===== src/rtl/product_acc_pkg.sv =====
// Shared types and constants for the product accumulator: FSM states,
// product width and default sizing.
package product_acc_pkg;

  typedef enum logic [1:0] {
    ST_IDLE  = 2'd0,
    ST_ACCUM = 2'd1,
    ST_DONE  = 2'd2
  } state_e;

  localparam int PROD_W        = 8;
  localparam int DEFAULT_ACC_W = 16;
  localparam int DEFAULT_BATCH = 4;

endpackage


===== src/rtl/product_accumulator_if.sv =====
// Bus between the multiplier-side producer, the accumulator and the result
// consumer; the master modport is the environment, slave is the accumulator.
interface product_accumulator_if #(
  parameter int ACC_W = product_acc_pkg::DEFAULT_ACC_W,
  parameter int BATCH = product_acc_pkg::DEFAULT_BATCH
);
  import product_acc_pkg::*;

  // Valid/ready: a transfer happens on a rising edge where valid && ready are
  // both high; valid and its payload must stay stable until that edge.
  logic                         clear;
  logic                         in_valid;
  logic                         in_ready;
  logic [PROD_W-1:0]            in_product;
  logic                         out_valid;
  logic                         out_ready;
  logic [ACC_W-1:0]             acc_out;
  logic [$clog2(BATCH+1)-1:0]   count;
  logic                         ovf;

  modport master (
    output clear, in_valid, in_product, out_ready,
    input  in_ready, out_valid, acc_out, count, ovf
  );

  modport slave (
    input  clear, in_valid, in_product, out_ready,
    output in_ready, out_valid, acc_out, count, ovf
  );

endinterface


===== src/rtl/product_acc_add.sv =====
// Combinational accumulate adder with sticky overflow. Define
// PRODUCT_ACC_SATURATE_EN to clamp at full scale instead of wrapping.
module product_acc_add
  import product_acc_pkg::*;
#(
  parameter int ACC_W = DEFAULT_ACC_W
) (
  input  logic [ACC_W-1:0]  acc_in,
  input  logic [PROD_W-1:0] product,
  input  logic              ovf_in,
  output logic [ACC_W-1:0]  sum,
  output logic              ovf_out
);

  logic [ACC_W:0] wide;
  logic           carry;

  always_comb begin
    wide    = {1'b0, acc_in} + {{(ACC_W + 1 - PROD_W){1'b0}}, product};
    carry   = wide[ACC_W];
    ovf_out = ovf_in | carry;
`ifdef PRODUCT_ACC_SATURATE_EN
    // Once the batch has overflowed it stays pinned at full scale.
    sum = (ovf_in | carry) ? {ACC_W{1'b1}} : wide[ACC_W-1:0];
`else
    sum = wide[ACC_W-1:0];
`endif
  end

endmodule


===== src/rtl/product_accumulator.sv =====
// Batch accumulator behind the 4x4 multiplier: sums BATCH products and hands
// the total downstream. Wrap vs. saturate is selected by PRODUCT_ACC_SATURATE_EN.
module product_accumulator
  import product_acc_pkg::*;
#(
  parameter int ACC_W = DEFAULT_ACC_W,
  parameter int BATCH = DEFAULT_BATCH
) (
  input  logic                  clk,
  input  logic                  rst_n,
  product_accumulator_if.slave  bus,
  output state_e                dbg_state
);

  localparam int CNT_W = $clog2(BATCH + 1);
  localparam logic [CNT_W-1:0] BATCH_CNT = CNT_W'(BATCH);

  state_e           state_q, state_d;
  logic [ACC_W-1:0] acc_q, acc_d;
  logic [CNT_W-1:0] count_q, count_d;
  logic             ovf_q, ovf_d;

  logic             in_xfer;
  logic             out_xfer;
  logic [ACC_W-1:0] add_base;
  logic             add_ovf_in;
  logic [ACC_W-1:0] add_sum;
  logic             add_ovf;

  assign in_xfer    = bus.in_valid && (state_q != ST_DONE);
  assign out_xfer   = bus.out_ready && (state_q == ST_DONE);
  // The first product of a batch loads rather than adds.
  assign add_base   = (state_q == ST_IDLE) ? '0 : acc_q;
  assign add_ovf_in = (state_q == ST_IDLE) ? 1'b0 : ovf_q;

  product_acc_add #(.ACC_W(ACC_W)) u_add (
    .acc_in  (add_base),
    .product (bus.in_product),
    .ovf_in  (add_ovf_in),
    .sum     (add_sum),
    .ovf_out (add_ovf)
  );

  always_comb begin
    state_d = state_q;
    acc_d   = acc_q;
    count_d = count_q;
    ovf_d   = ovf_q;
    if (bus.clear) begin
      state_d = ST_IDLE;
      acc_d   = '0;
      count_d = '0;
      ovf_d   = 1'b0;
    end else begin
      case (state_q)
        ST_IDLE, ST_ACCUM: begin
          if (in_xfer) begin
            acc_d   = add_sum;
            ovf_d   = add_ovf;
            count_d = count_q + CNT_W'(1);
            state_d = (count_d == BATCH_CNT) ? ST_DONE : ST_ACCUM;
          end
        end
        ST_DONE: begin
          if (out_xfer) begin
            state_d = ST_IDLE;
            acc_d   = '0;
            count_d = '0;
            ovf_d   = 1'b0;
          end
        end
        default: begin
          state_d = ST_IDLE;
          acc_d   = '0;
          count_d = '0;
          ovf_d   = 1'b0;
        end
      endcase
    end
  end

  always_ff @(posedge clk) begin
    if (!rst_n) begin
      state_q <= ST_IDLE;
      acc_q   <= '0;
      count_q <= '0;
      ovf_q   <= 1'b0;
    end else begin
      state_q <= state_d;
      acc_q   <= acc_d;
      count_q <= count_d;
      ovf_q   <= ovf_d;
    end
  end

  assign bus.in_ready  = (state_q != ST_DONE);
  assign bus.out_valid = (state_q == ST_DONE);
  assign bus.acc_out   = acc_q;
  assign bus.count     = count_q;
  assign bus.ovf       = ovf_q;
  assign dbg_state     = state_q;

endmodule

===== src/flat_wrapper.sv =====
// flat-port wrapper written by rule: the top's interface ports become plain ports
module product_accumulator_flat import product_acc_pkg::*;
#(
  parameter int ACC_W = DEFAULT_ACC_W,
  parameter int BATCH = DEFAULT_BATCH
)
  (clk, rst_n, dbg_state, bus_clear, bus_in_valid, bus_in_product, bus_out_ready, bus_in_ready, bus_out_valid, bus_acc_out, bus_count, bus_ovf);
  product_accumulator_if #(.ACC_W(ACC_W), .BATCH(BATCH)) bus_i ();
  input  logic clk;
  input  logic rst_n;
  output state_e dbg_state;
  input wire logic [$bits(bus_i.clear)-1:0] bus_clear;
  input wire logic [$bits(bus_i.in_valid)-1:0] bus_in_valid;
  input wire logic [$bits(bus_i.in_product)-1:0] bus_in_product;
  input wire logic [$bits(bus_i.out_ready)-1:0] bus_out_ready;
  output wire logic [$bits(bus_i.in_ready)-1:0] bus_in_ready;
  output wire logic [$bits(bus_i.out_valid)-1:0] bus_out_valid;
  output wire logic [$bits(bus_i.acc_out)-1:0] bus_acc_out;
  output wire logic [$bits(bus_i.count)-1:0] bus_count;
  output wire logic [$bits(bus_i.ovf)-1:0] bus_ovf;
  assign bus_i.clear = bus_clear;
  assign bus_i.in_valid = bus_in_valid;
  assign bus_i.in_product = bus_in_product;
  assign bus_i.out_ready = bus_out_ready;
  assign bus_in_ready = bus_i.in_ready;
  assign bus_out_valid = bus_i.out_valid;
  assign bus_acc_out = bus_i.acc_out;
  assign bus_count = bus_i.count;
  assign bus_ovf = bus_i.ovf;
  product_accumulator #(.ACC_W(ACC_W), .BATCH(BATCH)) u_core (.clk(clk), .rst_n(rst_n), .bus(bus_i), .dbg_state(dbg_state));
endmodule

===== config.mk =====
export PLATFORM = sky130hd
export DESIGN_NAME = product_accumulator_flat
export DESIGN_NICKNAME = d
export VERILOG_FILES = /design/src/rtl/product_acc_pkg.sv /design/src/rtl/product_accumulator_if.sv /design/src/rtl/product_acc_add.sv /design/src/rtl/product_accumulator.sv /design/src/flat_wrapper.sv
export SDC_FILE = /design/constraint.sdc
export NUM_CORES = 1
export LEC_CHECK = 0
export BUFFER_PORTS_ARGS = -buffer_cell sky130_fd_sc_hd__buf_2
export CAP_MARGIN = 25
export CORE_MARGIN = 5
export CORE_UTILIZATION = 50
export DETAILED_ROUTE_END_ITERATION = 16
export MAX_ROUTING_LAYER = met4
export PLACE_DENSITY = 0.76
export SLEW_MARGIN = 20
export SYNTH_ARGS = -nofsm -noshare
export SYNTH_HDL_FRONTEND = slang
export SYNTH_SLANG_ARGS = --single-unit

===== constraint.sdc =====
create_clock -name clk -period 3.3 [get_ports clk]
set_clock_uncertainty 0.1 [all_clocks]
set_input_delay 0.33 -clock clk [delete_from_list [all_inputs] [get_ports clk]]
set_output_delay 0.33 -clock clk [all_outputs]
set_load 0.01 [all_outputs]

==> flow_metrics.py, run 1 <==
metrics = {
    "yosys": {
        "ys.warnings.count": 0,
        "synth-async-reset-ratio_pct": 0,
        "synth.area.top_cells": "dfxtp_1, ha_1, a21oi_1, nand2_1, and2_1",
        "syn_avg_cell_area_um2": 8.28,
        "yosys.area.top_type": "dfxtp_1",
        "ys.flop_type": "dfxtp_1",
        "synth-seq-cells": 22,
        "ys_seq_area_share_pct": 29.2,
        "synthCells": 182,
        "synth.top_cell.area_share_pct": 29.2,
        "synth-edff-count": 0,
        "synth_area_mm2": 0.00151,
        "yosysUniqueCellTypes": 49,
        "syn_nets": 206,
    },
    "clock_network": {
        "post_cts_buffers": 0,
        "htreeDepth": 1,
        "clkSinkCount": 22,
        "cts_buffer_depth": 2,
        "root_buffer": "clkbuf_4",
        "clock_latency_ns": 0.32,
        "post_cts_resized": 0,
        "hold_buffers": 0,
        "cts.clk_slew.worst_paths_ns": 0.14,
        "cts_tree": "done",
        "cts_made_buffers": 3,
    },
    "sta": {
        "drv_slew": 0,
        "period_minus_slack_ns": 2.72,
        "fin_tns_setup_ns": 0,
        "finalSetupViolations": 0,
        "rsz0062_at_grt": "no",
        "holdWs_ns": 0.232,
        "worst_slack_ns": 0.578,
        "tightestPinTransition_ns": 0.674,
        "hold_violations": 0,
        "max_slew_margin_pct": 55.1,
        "post-route-period-util_pct": 82.5,
        "fmax_ghz": 0.367,
    },
    "cells_and_area": {
        "final_nets": 243,
        "final.fill_count": 290,
        "fin_util_pct": 58.2,
        "area_delta_synth_final_pct": 15.0,
        "multi_input_area_um2": 998,
        "seqCellArea_um2": 440,
        "diodes": 0,
        "drive_above_1_share_pct": 24.9,
    },
    "routing": {
        "wl_mm": 3.53,
        "wire_per_inst_um": 14.1,
        "num_vias": 1448,
        "drt_iter0_drc": 72,
        "ant_nets": 0,
        "drc": 0,
        "first_pass_iters": 4,
        "routed_via_density": 5.79,
    },
    "placement": {
        "detailedPlace.worstSlack_ns": 0.576,
        "dpl.hpwl_mm": 2.61,
        "gp_congestion": 0.857,
        "portBuffers": 36,
    },
    "critical_path": {
        "r2r-start": "u_core.dbg_state[0]",
        "worstRegToRegCells": 10,
        "worstPathRequired_ns": 3.46,
        "worst_setup_path_start_kind": "register",
        "r2r-end": "u_core.bus.ovf",
        "path_max_fanout": 13,
        "critical_path_arrival_ns": 2.88,
        "crit_path_end_kind": "register",
        "path_class": "reg2reg",
        "reg2reg_slack_ns": 0.58,
    },
    "die": {
        "rows": 20,
        "die_h_um": 64.9,
        "start_util_pct": 50.6,
        "dieArea_mm2": 0.00421,
        "core_mm2": 0.00298,
        "fp.dieW_um": 64.9,
        "ios": 37,
    },
    "min_path": {
        "hold_end": "u_core.dbg_state[1]",
        "min_delay_path_depth": 3,
        "hp-class": "in2reg",
        "hp-start": "bus_out_ready",
    },
    "pwr": {
        "power.leakage_nw": 0.833,
        "p_per_area_mw_per_mm2": 270,
        "irDropWorstVdd_uv": 204,
    },
    "global_route": {
        "grt_use_met1_pct": 24.6,
        "grtUsageMet2_pct": 27.3,
        "grt_antenna_before_repair": 0,
        "grt_pass1_wl_mm": 5.87,
        "first_global_vias": 1304,
        "grt.overflow.total": 0,
        "grt_max_degree": 17,
        "grt.busiest_layer": "met2",
        "track_usage_pct": 17.9,
        "met3_usage_pct": 3.12,
    },
    "run_status": {
        "outcome": "finished, final reports clean",
    },
    "run": {
        "max_cap_violations": 0,
    },
}
## logic make-up after synthesis
| family | count (synthesis) | synth area share (%) |
|---|---|---|
| XOR/XNOR | 4 | 2.33 |
| multiplexers | 1 | 0.747 |
| AND/OR/NAND/NOR | 69 | 24.8 |
| flip-flops | 22 | 29.2 |
| buffers and inverters | 15 | 4.48 |
| AO/OA/AOI/OAI | 60 | 28.7 |
| adder cells (fa/ha/maj) | 11 | 9.63 |
## flip-flops by register name, summed over array words and instances (netlist names)
name and cells:
u_core.bus.acc_out 16, u_core.dbg_state 2, u_core.bus.count 3, u_core.bus.ovf 1
## stage by stage
stage,cells,area [µm²],total power (W)
4_1_cts,250,1730,0.000471
3_5_place_dp,247,1710,0.000346
2_1_floorplan,182,1510,0.000323
6_report,250,1730,0.000468
3_3_place_gp,247,1710,0.000345
5_1_grt,250,1730,0.000491
## per-layer routing
layer / vias up / wire length (µm)
li1: 738 / -
met1: 662 / 1760
met2: 44 / 1540
met3: 4 / 200
met4: 0 / 27
met5: - / 0
## cells in the mapped netlist, types with 3 or more instances
master / count
o21ai_0: 7
nand2_1: 18
a21o_1: 3
or3_1: 3
nor3_1: 3
o2111ai_1: 3
nand3b_1: 3
buf_2: 3
dfxtp_1: 22
or4_1: 5
ha_1: 10
nand3_1: 7
nor2_1: 10
inv_1: 9
a211o_1: 3
o21ai_1: 3
a21oi_1: 19
and2_1: 8
## worst max path at each step
stage	start	endpoint	slack (ns)	depth (start not counted)
3_3_place_gp	u_core.dbg_state[0]	u_core.bus.ovf	0.65	10
2_1_floorplan	u_core.dbg_state[1]	u_core.bus.ovf	0.44	11
5_1_grt	u_core.dbg_state[0]	u_core.bus.ovf	0.40	10
4_1_cts	u_core.dbg_state[0]	u_core.bus.ovf	0.56	10
6_report	u_core.dbg_state[0]	u_core.bus.ovf	0.58	10
3_5_place_dp	u_core.dbg_state[0]	u_core.bus.ovf	0.58	10
## power by group
group,switching [W],internal (W)
registers,0.00000350,0.000270
clock network,0.0000854,0.0000427
logic,0.0000386,0.0000274
## layout make-up
| type | count | share of cell area, % |
|---|---|---|
| multi-input cells | 145 | 57.7 |
| flip-flops and latches | 22 | 25.4 |
| repair buffers | 38 | 11.3 |
| well taps | 33 | 2.38 |
| inverters | 9 | 1.95 |
| clock buffers | 3 | 1.30 |
## worst max-delay path, stage by stage (launching register included)
cell and delay [ns]:
dfxtp_1 0.37, or2_2 0.26, and2_1 0.16, ha_1 0.17
inv_1 0.06, fa_1 0.36, and2b_4 0.27, o31a_4 0.15
o21ai_4 0.08, or4_1 0.52, a21oi_1 0.15
## cells in the final DEF (no fill, tap or decap), types with 5 or more instances in the layout
master and count:
a21oi_1 19, and2_1 8, buf_2 36, dfxtp_1 22, ha_1 10, inv_1 9, nand2_1 18, nand3_1 7
nor2_1 10, o21ai_0 7, or4_1 5
(Power assumes the default switching activity.)
==> run 2: changes to the inputs <==
clock period = 2.6 ns   (was 3.3 ns; I/O delays follow)
==> run 2 against run 1 <==
First-iteration DRC count down 6.9%; total power up 35%; via count up 4.1%; hold slack worse by 0.083 ns; final area up 3.6%; cell count up 1.2%; global-route usage up 0.41 points.
==> flow_metrics.py, run 2 (synthesis results as in run 1) <==
metrics = {
    "pwr": {
        "p_total_w": 0.000630,
        "irDropWorstVdd_uv": 262,
        "p_per_area_mw_per_mm2": 351,
        "power.leakage_nw": 0.853,
    },
    "cells_and_area": {
        "final_nets": 245,
        "final_cells": 253,
        "final_cell_mix": "buf_2, dfxtp_1, a21oi_1",
        "largest_register_ffs": 16,
        "final_common_cell": "buf_2",
        "drive_above_1_share_pct": 30.0,
        "seqCellArea_um2": 443,
        "multi_input_area_mm2": 0.00103,
        "area_delta_synth_final_pct": 19.1,
        "diodes": 0,
        "final.fill_count": 283,
    },
    "routing": {
        "first_pass_iters": 5,
        "ant_nets": 0,
        "drt_iter0_drc": 67,
        "num_vias": 1508,
        "wl_mm": 3.55,
        "met1_length_mm": 1.56,
        "met2RoutedLength_mm": 1.68,
        "wire_per_inst_um": 14.0,
        "dr.max_layer_used": "met4",
        "routed_via_density": 5.96,
        "route.met3.wl_um": 265,
        "drc": 0,
    },
    "critical_path": {
        "path_max_fanout": 9,
        "crit_slowest_cell": "or4_1",
        "worstPathRequired_ns": 2.75,
        "worst_setup_path_start_kind": "register",
        "critical_path_arrival_ns": 2.62,
        "cp_num_buf_inv": 1,
        "path_class": "reg2reg",
        "crit_chain": "or2_4 > and2_4 > ha_4 > inv_2 > fa_2 > and2b_4 > o31a_4 > o21ai_4 > or4_1 > a21oi_1",
        "crit_path_end_kind": "register",
        "worst_path_dominant_cell_family": "simple AND/OR/NAND/NOR gates",
        "critical_path.max_stage_delay_ns": 0.53,
    },
    "sta": {
        "drv_slew": 0,
        "max_slew_margin_pct": 62.0,
        "worst_slack_ns": 0.128,
        "fmax_ghz": 0.405,
        "period_minus_slack_ns": 2.47,
        "tightestPinTransition_ns": 0.570,
        "hold_violations": 0,
        "holdWs_ns": 0.148,
        "post-route-period-util_pct": 95.1,
        "finalSetupViolations": 0,
    },
    "die": {
        "rows": 20,
        "ios": 37,
        "start_util_pct": 50.6,
        "dieArea_mm2": 0.00421,
        "die_h_um": 64.9,
        "core_mm2": 0.00298,
        "fp.dieW_um": 64.9,
    },
    "global_route": {
        "grt_antenna_before_repair": 0,
        "first_global_vias": 1365,
        "grt.overflow.total": 0,
        "grt_max_degree": 17,
        "grt_pass1_wl_mm": 6.10,
        "track_usage_pct": 18.3,
    },
    "clock_network": {
        "clock_latency_ns": 0.31,
        "cts_buffer_depth": 2,
        "root_buffer": "clkbuf_4",
        "cts_made_buffers": 3,
        "clkSinkCount": 22,
        "cts_tree": "done",
        "cts.clk_slew.worst_paths_ns": 0.14,
        "htreeDepth": 1,
    },
    "placement": {
        "portBuffers": 36,
        "placed_cells": 248,
        "gp_congestion": 0.837,
        "detailedPlace.worstSlack_ns": 0.0228,
        "dpl.hpwl_mm": 2.64,
    },
    "run": {
        "max_cap_violations": 0,
    },
    "min_path": {
        "hp-class": "in2reg",
    },
    "run_status": {
        "outcome": "finished, final reports clean",
    },
}
==> run 2: cell count changes in the layout (fill, tap and decap cells not counted), sizes merged <==
cell and delta:
buf +2, clkbuf +1
==> run 2: final cells by class <==
| class | instances | area share (%) |
|---|---|---|
| clock buffer | 4 | 2.02 |
| timing repair buffer | 40 | 11.7 |
| multi-input combinational | 145 | 57.4 |
| sequential | 22 | 24.7 |
| tap | 33 | 2.30 |
| inverter | 9 | 1.88 |
==> run 2: power by group <==
part | switching (W) | internal (W) | leakage (nW)
Sequential | 0.00000467 | 0.000343 | 0.179
Clock | 0.000108 | 0.0000854 | 0.0210
Combinational | 0.0000505 | 0.0000378 | 0.653
Total | 0.000164 | 0.000466 | 0.853
==> run 2: final timing paths <==
check                               end             startpoint  cells after the start  slack [ns]
setup / recovery         u_core.bus.ovf    u_core.dbg_state[0]                     10        0.13
hold / removal      u_core.dbg_state[1]          bus_out_ready                      3        0.15
setup reg to reg         u_core.bus.ovf    u_core.dbg_state[0]                     10        0.13
hold reg to reg   u_core.bus.acc_out[0]  u_core.bus.acc_out[0]                      2        0.37
==> run 2: tightest hold or removal path: cells and delay by family <==
kind	cells	cell delay (ns)
and+or+nand+nor	1	0.03
AOI/OAI and AO/OA	1	0.14
buffers and inverters	1	0.10
==> run 2: per-layer routing <==
layer,vias to the layer above,track usage (%)
met5,-,-
li1,747,-
met4,0,3.96
met1,701,24.3
met3,4,2.77
met2,56,29.4
==> run 2: metrics by stage <==
step / setup TNS [ns] / cell area (µm²) / util, %
after global routing: -0.00402 / 1790 / 60.3
after floorplan: -0.0422 / 1530 / -
final: 0 / 1790 / 60.3
after detailed placement: 0 / 1730 / 58.0
after CTS: 0 / 1760 / 59.2
after global placement: 0 / 1730 / 58.0
==> run 2: timing repair <==
item | in CTS | in global routing
resized for setup | 0 | 5
hold buffers | 0 | 0
setup buffers | 0 | 1
setup endpoints to repair | 0 | 5
